[config.mk]
export PLATFORM = sky130hd
export DESIGN_NAME = ldm_stm_seq
export DESIGN_NICKNAME = d
export VERILOG_FILES = /design/src/rtl/ldm_stm_pkg.sv /design/src/rtl/ldm_stm_seq_reg_pick.sv /design/src/rtl/ldm_stm_seq.sv
export SDC_FILE = /design/constraint.sdc
export NUM_CORES = 1
export LEC_CHECK = 0
export ABC_AREA = 1
export BUFFER_PORTS_ARGS = -buffer_cell sky130_fd_sc_hd__buf_2
export CORE_ASPECT_RATIO = 1.2
export CORE_UTILIZATION = 45
export CTS_CLUSTER_SIZE = 8
export DETAILED_ROUTE_END_ITERATION = 10
export GPL_TIMING_DRIVEN = 0
export PLACE_DENSITY = 0.73
export RECOVER_POWER = 25
export SYNTH_ARGS = -nofsm -noshare
export SYNTH_HDL_FRONTEND = slang
export SYNTH_SLANG_ARGS = --single-unit
export TNS_END_PERCENT = 30
[constraint.sdc]
create_clock -name clk -period 7.5 [get_ports clk]
set_input_delay 0.375 -clock clk [delete_from_list [all_inputs] [get_ports clk]]
set_output_delay 0.375 -clock clk [all_outputs]
set_load 0.03 [all_outputs]
[src/rtl/ldm_stm_pkg.sv]
// ldm_stm_pkg: shared types and constants for the load/store-multiple sequencer.
//   state_e  : sequencer states (IDLE, XFER, WB)
//   mode_e   : addressing mode, encoded as {up, pre}
//   WORD_BYTES : address step between consecutive transferred registers
package ldm_stm_pkg;

  typedef enum logic [1:0] {
    IDLE = 2'd0,
    XFER = 2'd1,
    WB   = 2'd2
  } state_e;

  typedef enum logic [1:0] {
    MODE_DA = 2'b00,
    MODE_DB = 2'b01,
    MODE_IA = 2'b10,
    MODE_IB = 2'b11
  } mode_e;

  localparam int unsigned WORD_BYTES = 4;

endpackage

[src/rtl/ldm_stm_seq_reg_pick.sv]
// reg_pick: combinational lowest-set-bit encoder for a 16-entry register list.
//   list_i  [15:0] : working register list
//   idx_o   [3:0]  : index of the lowest set bit (0 when list is empty)
//   valid_o        : list has at least one bit set
//   rest_o  [15:0] : list with the lowest set bit cleared
module reg_pick
  import ldm_stm_pkg::*;
(
  input  logic [15:0] list_i,
  output logic [3:0]  idx_o,
  output logic        valid_o,
  output logic [15:0] rest_o
);

  // Scan from the top so the lowest set bit is the last one written.
  always_comb begin
    idx_o = '0;
    for (int i = 15; i >= 0; i--) begin
      if (list_i[i]) idx_o = 4'(i);
    end
  end

  assign valid_o = |list_i;
  // x & (x-1) clears exactly the lowest set bit.
  assign rest_o  = list_i & (list_i - 16'd1);

endmodule

[src/rtl/ldm_stm_seq.sv]
// ldm_stm_seq: load/store-multiple sequencer. Walks a 16-bit register list
// one register per cycle, lowest register to lowest address.
//   LDM: data memory -> register file write port (R15 goes to the PC strobe).
//   STM: register file read port -> data memory.
// Optional feature macro: LDM_STM_WB_EN enables final-base writeback to rn.
// Ports:
//   clk, reset_n (sync, active-low)
//   start, ld, up, pre, wb, rn, base, reglist : operation request (IDLE only)
//   rf_ra/rf_rd            : register file read (combinational data)
//   rf_we/rf_wa/rf_wd      : register file write
//   pc_we/pc_wd            : PC load
//   mem_addr/mem_we/mem_wd/mem_rd : data memory (combinational read)
//   busy, done             : status; done pulses on the final active cycle
module ldm_stm_seq
  import ldm_stm_pkg::*;
#(
  parameter int XLEN = 32
) (
  input  logic            clk,
  input  logic            reset_n,
  input  logic            start,
  input  logic            ld,
  input  logic            up,
  input  logic            pre,
  input  logic            wb,
  input  logic [3:0]      rn,
  input  logic [XLEN-1:0] base,
  input  logic [15:0]     reglist,
  output logic [3:0]      rf_ra,
  input  logic [XLEN-1:0] rf_rd,
  output logic            rf_we,
  output logic [3:0]      rf_wa,
  output logic [XLEN-1:0] rf_wd,
  output logic            pc_we,
  output logic [XLEN-1:0] pc_wd,
  output logic [XLEN-1:0] mem_addr,
  output logic            mem_we,
  output logic [XLEN-1:0] mem_wd,
  input  logic [XLEN-1:0] mem_rd,
  output logic            busy,
  output logic            done
);

  localparam logic [XLEN-1:0] WORD = XLEN'(WORD_BYTES);

  state_e          state_q, state_d;
  logic [15:0]     list_q, list_d;
  logic [XLEN-1:0] addr_q, addr_d;
  logic            ld_q, ld_d;
  logic            empty_q, empty_d;   // empty-list request: done pulses next cycle

  logic [4:0]      cnt;
  logic [XLEN-1:0] span;
  logic [XLEN-1:0] start_addr;
  logic [3:0]      pick_idx;
  logic            pick_valid;
  logic [15:0]     pick_rest;

`ifdef LDM_STM_WB_EN
  logic            wb_go_q, wb_go_d;
  logic [3:0]      rn_q, rn_d;
  logic [XLEN-1:0] final_q, final_d;
  logic [XLEN-1:0] final_base;
`else
  logic            unused_cfg;
  assign unused_cfg = ^{wb, rn};
`endif

  reg_pick u_pick (
    .list_i  (list_q),
    .idx_o   (pick_idx),
    .valid_o (pick_valid),
    .rest_o  (pick_rest)
  );

  always_comb begin
    cnt = '0;
    for (int i = 0; i < 16; i++) cnt = cnt + 5'(reglist[i]);
  end

  assign span = XLEN'(cnt) << 2;

  // Lowest transfer address for each mode; the walk always ascends from here.
  always_comb begin
    case (mode_e'({up, pre}))
      MODE_IA: start_addr = base;
      MODE_IB: start_addr = base + WORD;
      MODE_DA: start_addr = base - span + WORD;
      default: start_addr = base - span;
    endcase
  end

`ifdef LDM_STM_WB_EN
  assign final_base = up ? (base + span) : (base - span);
`endif

  always_comb begin
    state_d  = state_q;
    list_d   = list_q;
    addr_d   = addr_q;
    ld_d     = ld_q;
    empty_d  = 1'b0;
`ifdef LDM_STM_WB_EN
    wb_go_d  = wb_go_q;
    rn_d     = rn_q;
    final_d  = final_q;
`endif
    rf_ra    = '0;
    rf_we    = 1'b0;
    rf_wa    = '0;
    rf_wd    = '0;
    pc_we    = 1'b0;
    pc_wd    = '0;
    mem_addr = '0;
    mem_we   = 1'b0;
    mem_wd   = '0;
    busy     = 1'b0;
    done     = 1'b0;

    case (state_q)
      IDLE: begin
        busy = empty_q;
        done = empty_q;
        if (start && !empty_q) begin
          ld_d   = ld;
          list_d = reglist;
          addr_d = start_addr;
`ifdef LDM_STM_WB_EN
          // A loaded base register wins over the writeback.
          wb_go_d = wb & ~(ld & reglist[rn]);
          rn_d    = rn;
          final_d = final_base;
`endif
          if (cnt == '0) empty_d = 1'b1;
          else           state_d = XFER;
        end
      end

      XFER: begin
        busy     = 1'b1;
        mem_addr = addr_q;
        if (ld_q) begin
          if (pick_idx == 4'd15) begin
            pc_we = 1'b1;
            pc_wd = mem_rd;
          end else begin
            rf_we = 1'b1;
            rf_wa = pick_idx;
            rf_wd = mem_rd;
          end
        end else begin
          rf_ra  = pick_idx;
          mem_we = 1'b1;
          mem_wd = rf_rd;
        end
        list_d = pick_rest;
        addr_d = addr_q + WORD;
        if (!pick_valid || pick_rest == '0) begin
`ifdef LDM_STM_WB_EN
          if (wb_go_q) begin
            state_d = WB;
          end else begin
            state_d = IDLE;
            done    = 1'b1;
          end
`else
          state_d = IDLE;
          done    = 1'b1;
`endif
        end
      end

`ifdef LDM_STM_WB_EN
      WB: begin
        busy    = 1'b1;
        done    = 1'b1;
        rf_we   = 1'b1;
        rf_wa   = rn_q;
        rf_wd   = final_q;
        state_d = IDLE;
      end
`endif

      default: state_d = IDLE;
    endcase

    // A reset landing mid-operation must not let the current cycle's write commit.
    if (!reset_n) begin
      rf_we  = 1'b0;
      pc_we  = 1'b0;
      mem_we = 1'b0;
    end
  end

  always_ff @(posedge clk) begin
    if (!reset_n) begin
      state_q <= IDLE;
      empty_q <= 1'b0;
      list_q  <= '0;
    end else begin
      state_q <= state_d;
      empty_q <= empty_d;
      list_q  <= list_d;
    end
  end

  always_ff @(posedge clk) begin
    addr_q <= addr_d;
    ld_q   <= ld_d;
`ifdef LDM_STM_WB_EN
    wb_go_q <= wb_go_d;
    rn_q    <= rn_d;
    final_q <= final_d;
`endif
  end

endmodule
* After elaboration in Yosys (flattened, before gate mapping)
Index checks and enable logic that the tools add are counted. Widths: inputs -> output; s select.
Word-level totals: flip-flop bits (word level) 52, latch bits 0, RAM bits 0, bits in read-only memories 0, input bits 123, logic and storage cells 101, memories kept 0
Operators by class: add/subtract/negate cells 20, multipliers 0, divide/modulo/power cells 0, $lt $le $gt $ge 0, eq/ne operators 7, shift operators 0, muxes and demuxes 54, bitwise logic cells 1, reductions and logical operators 14
Operators by type and width (number):
- $mux 32 | 10
- $add 32x3->32 const B | 3
- $pmux 32 s3 | 1
- $mux 4 | 21
- $pmux 32 s2 | 1
- $add 5x1->5 | 11
- $pmux 16 s2 | 1
- $sub 32x7->32 | 1
- $and 16x16->16 | 1
- $logic_not 16->1 | 1
- $mux 16 | 1
- $reduce_or 16->1 | 1
- $sub 16x1->16 const B | 1
- $mux 1 | 13
- $mux 2 | 3
- $ne 2x2->1 const B | 3
- $reduce_and 3->1 | 2
- $add 4x1->5 | 1
- $logic_not 5->1 | 1
- $add 3x1->4 | 1
- $eq 2x2->1 const B | 2
- $eq 4x4->1 const B | 1
- $logic_not 2->1 | 2
- $pmux 1 s2 | 2
- 9 further kinds | 11

* Logic depth before layout (Yosys ltp)
Gate-level depths: netlist of the first run.
depth in word-level cells 21, mapped depth 34, mapped depth without buffers 33

* Modules after synthesis
A second synthesis of the first run with hierarchy kept.
Unflattened totals: cell total of the unflattened synthesis 1487, area total of the unflattened synthesis 8182.8 µm²
By module, submodules not included:
- ldm_stm_seq | times used 1, cells an instance 1410, area each 7831.3 µm², sequential area each 1351.3 µm²
- reg_pick | times used 1, cells an instance 77, area each 351.6 µm², sequential area each 0.0 µm²

* Worst setup path before layout of the first run
Ideal clock, no wire load.
path type input-to-reg, start point in reglist[0], end point reg addr_q[23], data pin, arrival time 5.231 ns, setup slack 2.017 ns, cell stages on the path 29, path through inv_1 fa_1 fa_1 fa_1 fa_1 inv_1 ha_1 inv_1 fa_1 o21ai_0 nand2_1 ha_1 inv_1 nor2_1 nand4_1 inv_1 nand2_4 nand2_1 nand2_1 nand3_1 nand2_1 nor2_1 nand3_2 nor2_4 nand3_1 nand3_1 nand2_1 nand2_1 nand2_1
On the way: word-level cells in the longest chain between the ends 20
Ends and longest elaborated chain:
- start, declared | line ldm_stm_seq.sv:28 | input logic [15:0] reglist,
- $add 1x1->2 (*) | line ldm_stm_seq.sv:78 | for (int i = 0; i < 16; i++) cnt = cnt + 5'(reglist[i]);
- $add 2x1->3 (*) | line ldm_stm_seq.sv:78
- $add 3x1->4 (*) | line ldm_stm_seq.sv:78
- $add 4x1->5 (*) | line ldm_stm_seq.sv:78
- $add 5x1->5 (*) (11 in series) | line ldm_stm_seq.sv:78
- $sub 32x7->32 (*) | line ldm_stm_seq.sv:88, ldm_stm_seq.sv:89
- $add 32x3->32 | line ldm_stm_seq.sv:88 | MODE_DA: start_addr = base - span + WORD;
- $pmux 32 s3 (*) | line ldm_stm_seq.sv:85 | case (mode_e'({up, pre}))
- $mux 32 (*) | line ldm_stm_seq.sv:124 | if (start && !empty_q) begin
- $pmux 32 s2 (*) | line ldm_stm_seq.sv:120 | case (state_q)
- via addr_d[23] | line ldm_stm_seq.sv:48 | logic [XLEN-1:0] addr_q, addr_d;
- end signal, assigned | line ldm_stm_seq.sv:208 | addr_q <= addr_d;
- end, declared | line ldm_stm_seq.sv:48
Mark *: on every way through the listed nets, which the timed path passes. The rest lies on a longest branch. The select of a mux whose other input is x is not followed. A chain may end at the register's enable or synchronous reset.

* Final worst setup path of the first run
start point in reglist[1], end point reg addr_q[28], data pin
The elaborated chain is that of the path after synthesis.

==> results of run 1 <==
-- routing by layer --
layer | track usage, % | up-vias | share of wire, %
met1 | 45.5 | 4661 | 39
met4 | 21.4 | 0 | 6.3
li1 | - | 5206 | -
met3 | 6.10 | 88 | 8.2
met2 | 63.5 | 459 | 47
met5 | 0 | - | 0
-- registers in the layout, summed over array words and instances (netlist names) --
register	count
list_q	16
addr_q	32
ld_q	1
empty_q	1
state_q	1
-- cell usage after synthesis, types with 4 or more instances --
cell	n
a21o_1	4
a21oi_1	54
a31oi_1	12
buf_1	4
buf_6	4
clkbuf_1	33
clkinv_1	4
dfxtp_1	18
edfxtp_1	33
fa_1	11
ha_1	14
inv_1	296
nand2_1	388
nand2_2	12
nand3_1	158
nand3_2	8
nand4_1	36
nor2_1	255
nor2_2	11
nor2_4	6
nor3_1	18
nor4_1	5
o211ai_1	4
o21a_1	4
o21ai_0	57
o21ai_1	4
o22ai_1	6
-- critical path, delay by kind of cell --
family / cells / cell delay, ns
xor+xnor: 1 / 0.26
compound gates: 1 / 0.17
buf+inv: 6 / 0.52
simple gates: 15 / 2.23
fa+ha+maj: 7 / 2.81
-- logic make-up after synthesis --
family / after synthesis
compound gates: 155
xor+xnor: 2
fa+ha+maj: 25
buf+inv: 350
flops: 51
simple gates: 913
-- per-stage QoR --
step                area [sq um]  total power, mW
CTS                         9730             2.69
global placement            9580             2.43
global route                9730             2.94
detailed placement          9580             2.46
finish                      9740             2.73
floorplan                   8020             1.88
-- layout make-up --
class                           count  area, sq um
Antenna cell                        7         17.5
Multi-Input combinational cell   1095         5300
Fill cell                        1952         7770
Clock inverter                      2         16.3
Clock buffer                        6          129
Tap cell                          220          275
Timing Repair Buffer              256         1280
Inverter                          303         1140
Buffer                             47          231
Sequential cell                    51         1350
-- worst paths after layout --
| check | cells past startpoint | start | to |
|---|---|---|---|
| max reg2reg | 7 | state_q[0] | list_q[11] |
| min | 1 | ld | ld_q |
| min reg2reg | 2 | list_q[12] | list_q[12] |
| max | 30 | reglist[1] | addr_q[28] |
-- power groups by stage --
stage	Clock [mW]	Sequential (mW)	Combinational, mW
6_report	0.235	0.575	1.92
5_1_grt	0.243	0.594	2.11
4_1_cts	0.235	0.569	1.89
3_5_place_dp	0	0.575	1.88
3_3_place_gp	0	0.572	1.85
2_1_floorplan	0	0.544	1.34
==> results.toml, run 1 <==
[synthesis]
syn-cell-area_sq_um = 8020
synth_fa_ha_area_share_pct = 4.93
ys_seq_area_share_pct = 16.8
synth_top_area_share_pct = 18.2
syn-num-nets = 1644
synthArstFlopShare_pct = 0
synth_compound_area_share_pct = 10.9
synth-edff-count = 33
syn_inst = 1496
post_synth.cell_area_avg_sq_um = 5.36
ys_top_cells_by_area = "nand2_1 18%, inv_1 14%, edfxtp_1 12%"
yosysUniqueCellTypes = 50
yosys.area_share.simple_pct = 50.1
synth_top_family_by_area = "simple AND/OR/NAND/NOR gates"
yosys.area.top_type = "nand2_1"
synth_warnings = 0
ys.flop_type = "edfxtp_1"
synth-xor-area-share_pct = 0.218
synthMuxAreaShare_pct = 0
yosys_register_bits = 51

[route]
drt_iter0_drc = 985
drc = 0
wl_um = 34700
post_drt_wl_per_cell_um = 17.4
num_vias = 10400
final_antenna_net_count = 0
drt_pass1_iterations = 6
vias_per_cell = 5.24

[die]
dieHeight_um = 148
core-area_sq_um = 17500
fp.dieW_um = 124
rows = 53
io_pins = 264
dieArea_sq_um = 18400
start_util_pct = 45.8

[sta]
worst_slack_ns = 1.17
slew_viol_final = 0
hold_violations = 0
hold_slack_ns = 0.255
slew_headroom_pct = 0.364
grt_setup_unrepaired = "no"
setup_tns_ns = 0
fmax_ghz = 0.158
final-setup-viol-count = 0
max_slew.worst_pin.slew_ns = 1.49
skew_ns = 0.0101
min_period_over_period_pct = 84.4
final_period_minus_worst_setup_slack_ns = 6.33

[power_and_ir_drop]
powerDensity_nw_per_um2 = 280
clkPwrFrac_pct = 8.6
irDropWorstVdd_mv = 0.308
p_sw_mw = 1.60
internal-power_mw = 1.13
comb_power_share_pct = 70.3
swShare_pct = 58.7
seqPwrFrac_pct = 21.1
leakagePower_nw = 5.70

[worst_setup_path]
crit_fanout = 6
critPathLaunchType = "primary input"
crit_slowest_cell = "fa_1"
crit_required_ns = 7.55
worstSetupPathType = "primary input to flop"
worst_path_most_repeated_cell = "nand3_1"
r2r_slack_ns = 4.73
worst_setup_path_end_kind = "flop"
cp_data_arrival_time_ns = 6.38
slowest_delay_ns = 0.53

[status]
violations = "capacitance limit"
status = "finished with violations"

[placed_design]
pre_cts_ws_ns = 0.870
io_buffer_count = 256
dp.cells = 1972
place.gp.congestion = 1.02
hpwl_um = 29300

[cts]
postCtsSetupBuffers = 0
clkTransAtPathRegs_ns = 0.08
clk-insertion-delay-late_ns = 0.30
numCtsBuffers = 5
cts_tree = "built"
cts.sinks = 51
htree_levels = 2
cts_resized = 0
cts_hold_buffers = 0
cts_root_buffer = "clkbuf_16"
cts_buffer_depth = 2

[cells_and_area]
finalNonFillerCells = 1987
final_common_cell = "nand2_1"
postLayoutCoreUtil_pct = 55.6
drive_gt1_share_pct = 18.3
final_cell_mix = "388 x nand2_1, 296 x inv_1, 255 x nor2_1, 255 x buf_2, 158 x nand3_1"
nets = 1907
area_delta_synth_final_pct = 21.4

[grt]
grt_pass1_wl_um = 51600
antenna_found_initial = 9
grt_remaining_overflow = 0
grt_pass1_vias = 9539
grt_max_degree = 35
track_usage_pct = 37.9

[flow_run]
maxCapViolCount = 1

[hold_path]
hp-class = "primary input to flop"
Power figures use the tool's default switching activity.
==> run 2, diff against run 1 <==
==> constraint.sdc (replaced) <==
create_clock -name clk -period 6.1 [get_ports clk]
set_input_delay 0.305 -clock clk [delete_from_list [all_inputs] [get_ports clk]]
set_output_delay 0.305 -clock clk [all_outputs]
set_load 0.03 [all_outputs]
==> run 2 against run 1 <==
Compared with the run above: the run ends with capacitance limit, slew limit left; routed wire length grew 1.7%; clock skew is essentially flat; global-route usage is essentially flat; non-clock buffer count grew 8; die area is the same; first-iteration DRC count grew 5.3%; power grew 28%; sequential share of layout area shrank 0.43 points; clock power grew 23%; sequential power grew 23%; critical path type unchanged; critical endpoint is now addr_q[19]; highest routed layer unchanged.
==> results.toml, run 2 (same netlist as run 1, synthesis figures left out) <==
[status]
violations = "capacitance limit, slew limit"
status = "finished with violations"

[placed_design]
hpwl_um = 29300
place.gp.congestion = 1.02
io_buffer_count = 256

[die]
io_pins = 264
rows = 53
core-area_sq_um = 17500
dieArea_sq_um = 18400
fp.dieW_um = 124
start_util_pct = 45.8
dieHeight_um = 148

[hold_path]
holdPathStages = 1
hold_start = "ld"
hp-class = "primary input to flop"
min_to = "ld_q"

[cells_and_area]
nets = 1915
reg_top3 = "addr_q: 32 flops, list_q: 16 flops"
largest_register_ffs = 32
drive_gt1_share_pct = 21.0
area_delta_synth_final_pct = 25.3
final_cell_mix = "382 x nand2_1, 295 x inv_1, 254 x buf_2, 235 x nor2_1, 151 x nand3_1"
regMostFlops = "addr_q"
fillers = 1941
final_common_cell = "nand2_1"

[route]
num_vias = 10600
wl_met3_um = 3050
drc = 0
post_drt_wl_per_cell_um = 17.7
wl_um = 35200
drt_iter0_drc = 1037
wl_met1_um = 13600
final_antenna_net_count = 0
route.top_layer_used = "met4"
drt_pass1_iterations = 6
vias_per_cell = 5.31
dr_wl_met2_um = 16400

[grt]
grt_max_degree = 35
grt_pass1_vias = 9550
antenna_found_initial = 9
track_usage_pct = 37.9
grt_remaining_overflow = 0
grt_pass1_wl_um = 51700

[worst_setup_path]
worst_setup_path_end_kind = "flop"
r2r-start = "addr_q[4]"
slowest_delay_ns = 0.53
worstSetupPathType = "primary input to flop"
crit_required_ns = 6.15
r2r_cells = 16
crit_fanout = 5
crit_slowest_cell = "fa_1"
r2r_slack_ns = 3.31
cp_data_arrival_time_ns = 5.83
r2r-end = "addr_q[31]"
critPathLaunchType = "primary input"

[sta]
hold_slack_ns = 0.185
skew_ns = 0.0106
max_slew.worst_pin.slew_ns = 1.51
final-setup-viol-count = 0
min_period_over_period_pct = 94.7
slew_viol_final = 35
hold_violations = 0
fmax_ghz = 0.173
slew_headroom_pct = -0.850
final_period_minus_worst_setup_slack_ns = 5.78

[power_and_ir_drop]
p_sw_mw = 2.04
irDropWorstVdd_mv = 0.467
leakagePower_nw = 5.77
comb_power_share_pct = 71.5
swShare_pct = 58.3
clkPwrFrac_pct = 8.3
internal-power_mw = 1.46
seqPwrFrac_pct = 20.2
powerDensity_nw_per_um2 = 348
power_mw = 3.50

[cts]
cts_root_buffer = "clkbuf_16"
cts_tree = "built"
numCtsBuffers = 5
cts_buffer_depth = 2
htree_levels = 2
cts.sinks = 51
clk-insertion-delay-late_ns = 0.30
clkTransAtPathRegs_ns = 0.08
cts_hold_buffers = 0

[flow_run]
maxCapViolCount = 1
run 2: cell count changes in the layout (fill, tap and decap cells not counted), sizes merged:
cell,delta
diode,-1
buf,+6
clkbuf,+2
run 2: what timing repair did:
item                                   CTS  global route
resized for setup                        5            55
gates cloned                             0             1
setup endpoints to repair                5            24
endpoints found under the hold margin    0             0
pin swaps                                0            11
buffers inserted                         0             7
run 2: how the worst max path moves through the flow:
stage | from | endpoint | cells past startpoint
2_1_floorplan | reglist[0] | addr_q[23] | 29
3_3_place_gp | reglist[1] | addr_q[28] | 30
3_5_place_dp | reglist[1] | addr_q[28] | 30
4_1_cts | reglist[1] | addr_q[19] | 31
5_1_grt | reglist[0] | addr_q[27] | 33
6_report | reglist[1] | addr_q[19] | 33
run 2: through the flow:
stage	setup TNS, ns	setup slack (ns)	instances	utilization (%)	area, sq um
after floorplan	0	0.687	1496	-	8020
after global placement	-4.18	-0.436	1972	54.7	9580
after detailed placement	-4.90	-0.460	1972	54.7	9580
after CTS	0	0.0182	1980	55.7	9750
after global routing	-0.0626	-0.0223	1992	57.4	10000
final	0	0.321	1994	57.4	10100
run 2: area by class of cell:
type | count | area [sq um] | share of cell area, %
clock inverters | 2 | 16.3 | 0.162
plain buffers | 47 | 231 | 2.30
well taps | 220 | 275 | 2.74
diodes | 6 | 15.0 | 0.149
inverters | 303 | 1140 | 11.3
repair buffers | 264 | 1340 | 13.4
multi-input cells | 1095 | 5550 | 55.2
flip-flops and latches | 51 | 1350 | 13.4
clock buffers | 6 | 129 | 1.28
run 2: worst max-delay path: cells and delay by family:
family | cells | cell delay (ns)
AOI/OAI and AO/OA | 1 | 0.18
xor gates and xnor gates | 1 | 0.24
adders and majority gates | 7 | 2.70
buffers and inverters | 8 | 0.79
and+or+nand+nor | 16 | 1.61
run 2: layer usage:
layer	vias up	track usage, %
met5	-	0
met4	0	21.4
met3	89	6.10
met2	503	63.5
met1	4758	45.6
li1	5238	-
run 2: power groups by stage:
stage | clock network (mW) | registers [mW] | logic (mW)
3_5_place_dp | 0 | 0.707 | 2.31
4_1_cts | 0.289 | 0.699 | 2.33
5_1_grt | 0.298 | 0.730 | 2.74
2_1_floorplan | 0 | 0.668 | 1.65
6_report | 0.289 | 0.706 | 2.50
3_3_place_gp | 0 | 0.703 | 2.28
==> run 3, diff against run 2 <==
--- a/config.mk
+++ b/config.mk
@@ -12,7 +12,7 @@
 export CTS_CLUSTER_SIZE = 8
 export DETAILED_ROUTE_END_ITERATION = 10
 export GPL_TIMING_DRIVEN = 0
-export PLACE_DENSITY = 0.73
+export PLACE_DENSITY = 0.72
 export RECOVER_POWER = 25
 export SYNTH_ARGS = -nofsm -noshare
 export SYNTH_HDL_FRONTEND = slang
==> run 3 against run 2 <==
Compared with the run above: the run now ends clean; sequential power is essentially flat; worst setup slack lost 0.099 ns; combinational power is essentially flat.
==> results.toml, run 3 (same netlist as run 1, synthesis figures left out) <==
[status]
status = "finished, final reports clean"

[sta]
hold_slack_ns = 0.179
slew_headroom_pct = 39.9
hold_violations = 0
fmax_ghz = 0.170
min_period_over_period_pct = 96.4
skew_ns = 0.00963
final-setup-viol-count = 0
final_period_minus_worst_setup_slack_ns = 5.88
slew_viol_final = 0
max_slew.worst_pin.slew_ns = 0.901

[worst_setup_path]
r2r_cells = 16
worst_setup_path_end_kind = "flop"
crit_slowest_cell = "fa_1"
crit_required_ns = 6.15
r2r-start = "addr_q[4]"
crit_start = "reglist[9]"
cp_data_arrival_time_ns = 5.93
critPathLaunchType = "primary input"
worstSetupPathType = "primary input to flop"
r2r_slack_ns = 3.32
worst_path_most_repeated_cell = "nand2_1"
crit_fanout = 6
slowest_delay_ns = 0.58
r2r-end = "addr_q[31]"

[cells_and_area]
final_cell_mix = "381 x nand2_1, 295 x inv_1, 253 x buf_2, 234 x nor2_1, 153 x nand3_1"
regMostFlops = "addr_q"
finalNonFillerCells = 1992
postLayoutCoreUtil_pct = 57.1
nets = 1917
final_common_cell = "nand2_1"
largest_register_ffs = 32
area_delta_synth_final_pct = 24.7
reg_top3 = "addr_q: 32 flops, list_q: 16 flops"
drive_gt1_share_pct = 20.8

[grt]
grt_remaining_overflow = 0
grt_pass1_wl_um = 51000
grt_max_degree = 20
track_usage_pct = 37.1
grt_pass1_vias = 9444
antenna_found_initial = 5

[power_and_ir_drop]
irDropWorstVdd_mv = 0.342
power_mw = 3.48
leakagePower_nw = 5.77
powerDensity_nw_per_um2 = 348

[cts]
clkTransAtPathRegs_ns = 0.07
clk-insertion-delay-late_ns = 0.30
cts.sinks = 51
numCtsBuffers = 5
cts_buffer_depth = 2
cts_hold_buffers = 0
htree_levels = 2
cts_tree = "built"
cts_root_buffer = "clkbuf_16"

[die]
io_pins = 264
start_util_pct = 45.8
rows = 53
core-area_sq_um = 17500
dieArea_sq_um = 18400
fp.dieW_um = 124
dieHeight_um = 148

[placed_design]
place.gp.congestion = 1.00
dp.cells = 1973
hpwl_um = 28400
io_buffer_count = 256

[route]
drc = 0
post_drt_wl_per_cell_um = 17.1
final_antenna_net_count = 0
drt_iter0_drc = 921
wl_um = 34100
drt_pass1_iterations = 5
vias_per_cell = 5.27
num_vias = 10500

[hold_path]
hold_start = "ld"
hp-class = "primary input to flop"
holdPathStages = 1
min_to = "ld_q"

[flow_run]
maxCapViolCount = 0
-- run 3: cell types whose count changed in the layout (fill, tap and decap cells not counted), sizes merged --
cell / change
inv: -2
clkinv: +2
diode: -4
buf: +1
clkbuf: +1
-- run 3: final cells by class --
type / instances / area (sq um)
buffer: 47 / 231
clock buffer: 6 / 129
sequential: 51 / 1350
inverter: 303 / 1140
tap: 220 / 275
timing repair buffer: 266 / 1350
clock inverter: 2 / 17.5
antenna: 2 / 5.00
fill: 1867 / 7500
multi-input combinational: 1095 / 5510
-- run 3: critical path, delay by kind of cell --
| kind | cells | cell delay, ns |
|---|---|---|
| adders and majority gates | 7 | 2.90 |
| and+or+nand+nor | 13 | 1.71 |
| AOI/OAI and AO/OA | 2 | 0.41 |
| buffers and inverters | 5 | 0.35 |
| xor gates and xnor gates | 1 | 0.23 |
-- run 3: worst max-delay path by stage --
stage	cells after the start	slack [ns]	end
floorplan	29	0.69	addr_q[23]
global placement	30	-0.48	addr_q[28]
detailed placement	30	-0.60	addr_q[28]
CTS	31	0.02	addr_q[30]
global route	32	-0.03	addr_q[20]
finish	28	0.22	addr_q[26]
-- run 3: per-layer routing --
metal | track usage (%) | vias to the layer above | routed length, um
li1 | - | 5241 | -
met1 | 44.7 | 4677 | 13400
met2 | 59.8 | 469 | 15400
met3 | 8.63 | 111 | 3070
met4 | 21.3 | 0 | 2270
met5 | 0 | - | 0
-- run 3: per-stage QoR --
step	setup TNS [ns]	setup slack [ns]	area (sq um)
4_1_cts	0	0.0164	9800
6_report	0	0.222	10000
3_5_place_dp	-7.02	-0.602	9610
3_3_place_gp	-4.80	-0.476	9580
5_1_grt	-0.0764	-0.0328	10000
2_1_floorplan	0	0.687	8020
-- run 3: power breakdown --
part,internal (mW),leakage [nW],total [mW],switching [mW]
Combinational,0.720,5.22,2.49,1.77
Sequential,0.565,0.483,0.703,0.138
Clock,0.154,0.0710,0.287,0.133
-- run 3: timing repair --
action                     4_1_cts  5_1_grt
resized for setup               11       46
setup buffers                    1        8
pin swaps                        1       14
setup endpoints to repair       13       24
cloned                           0        0
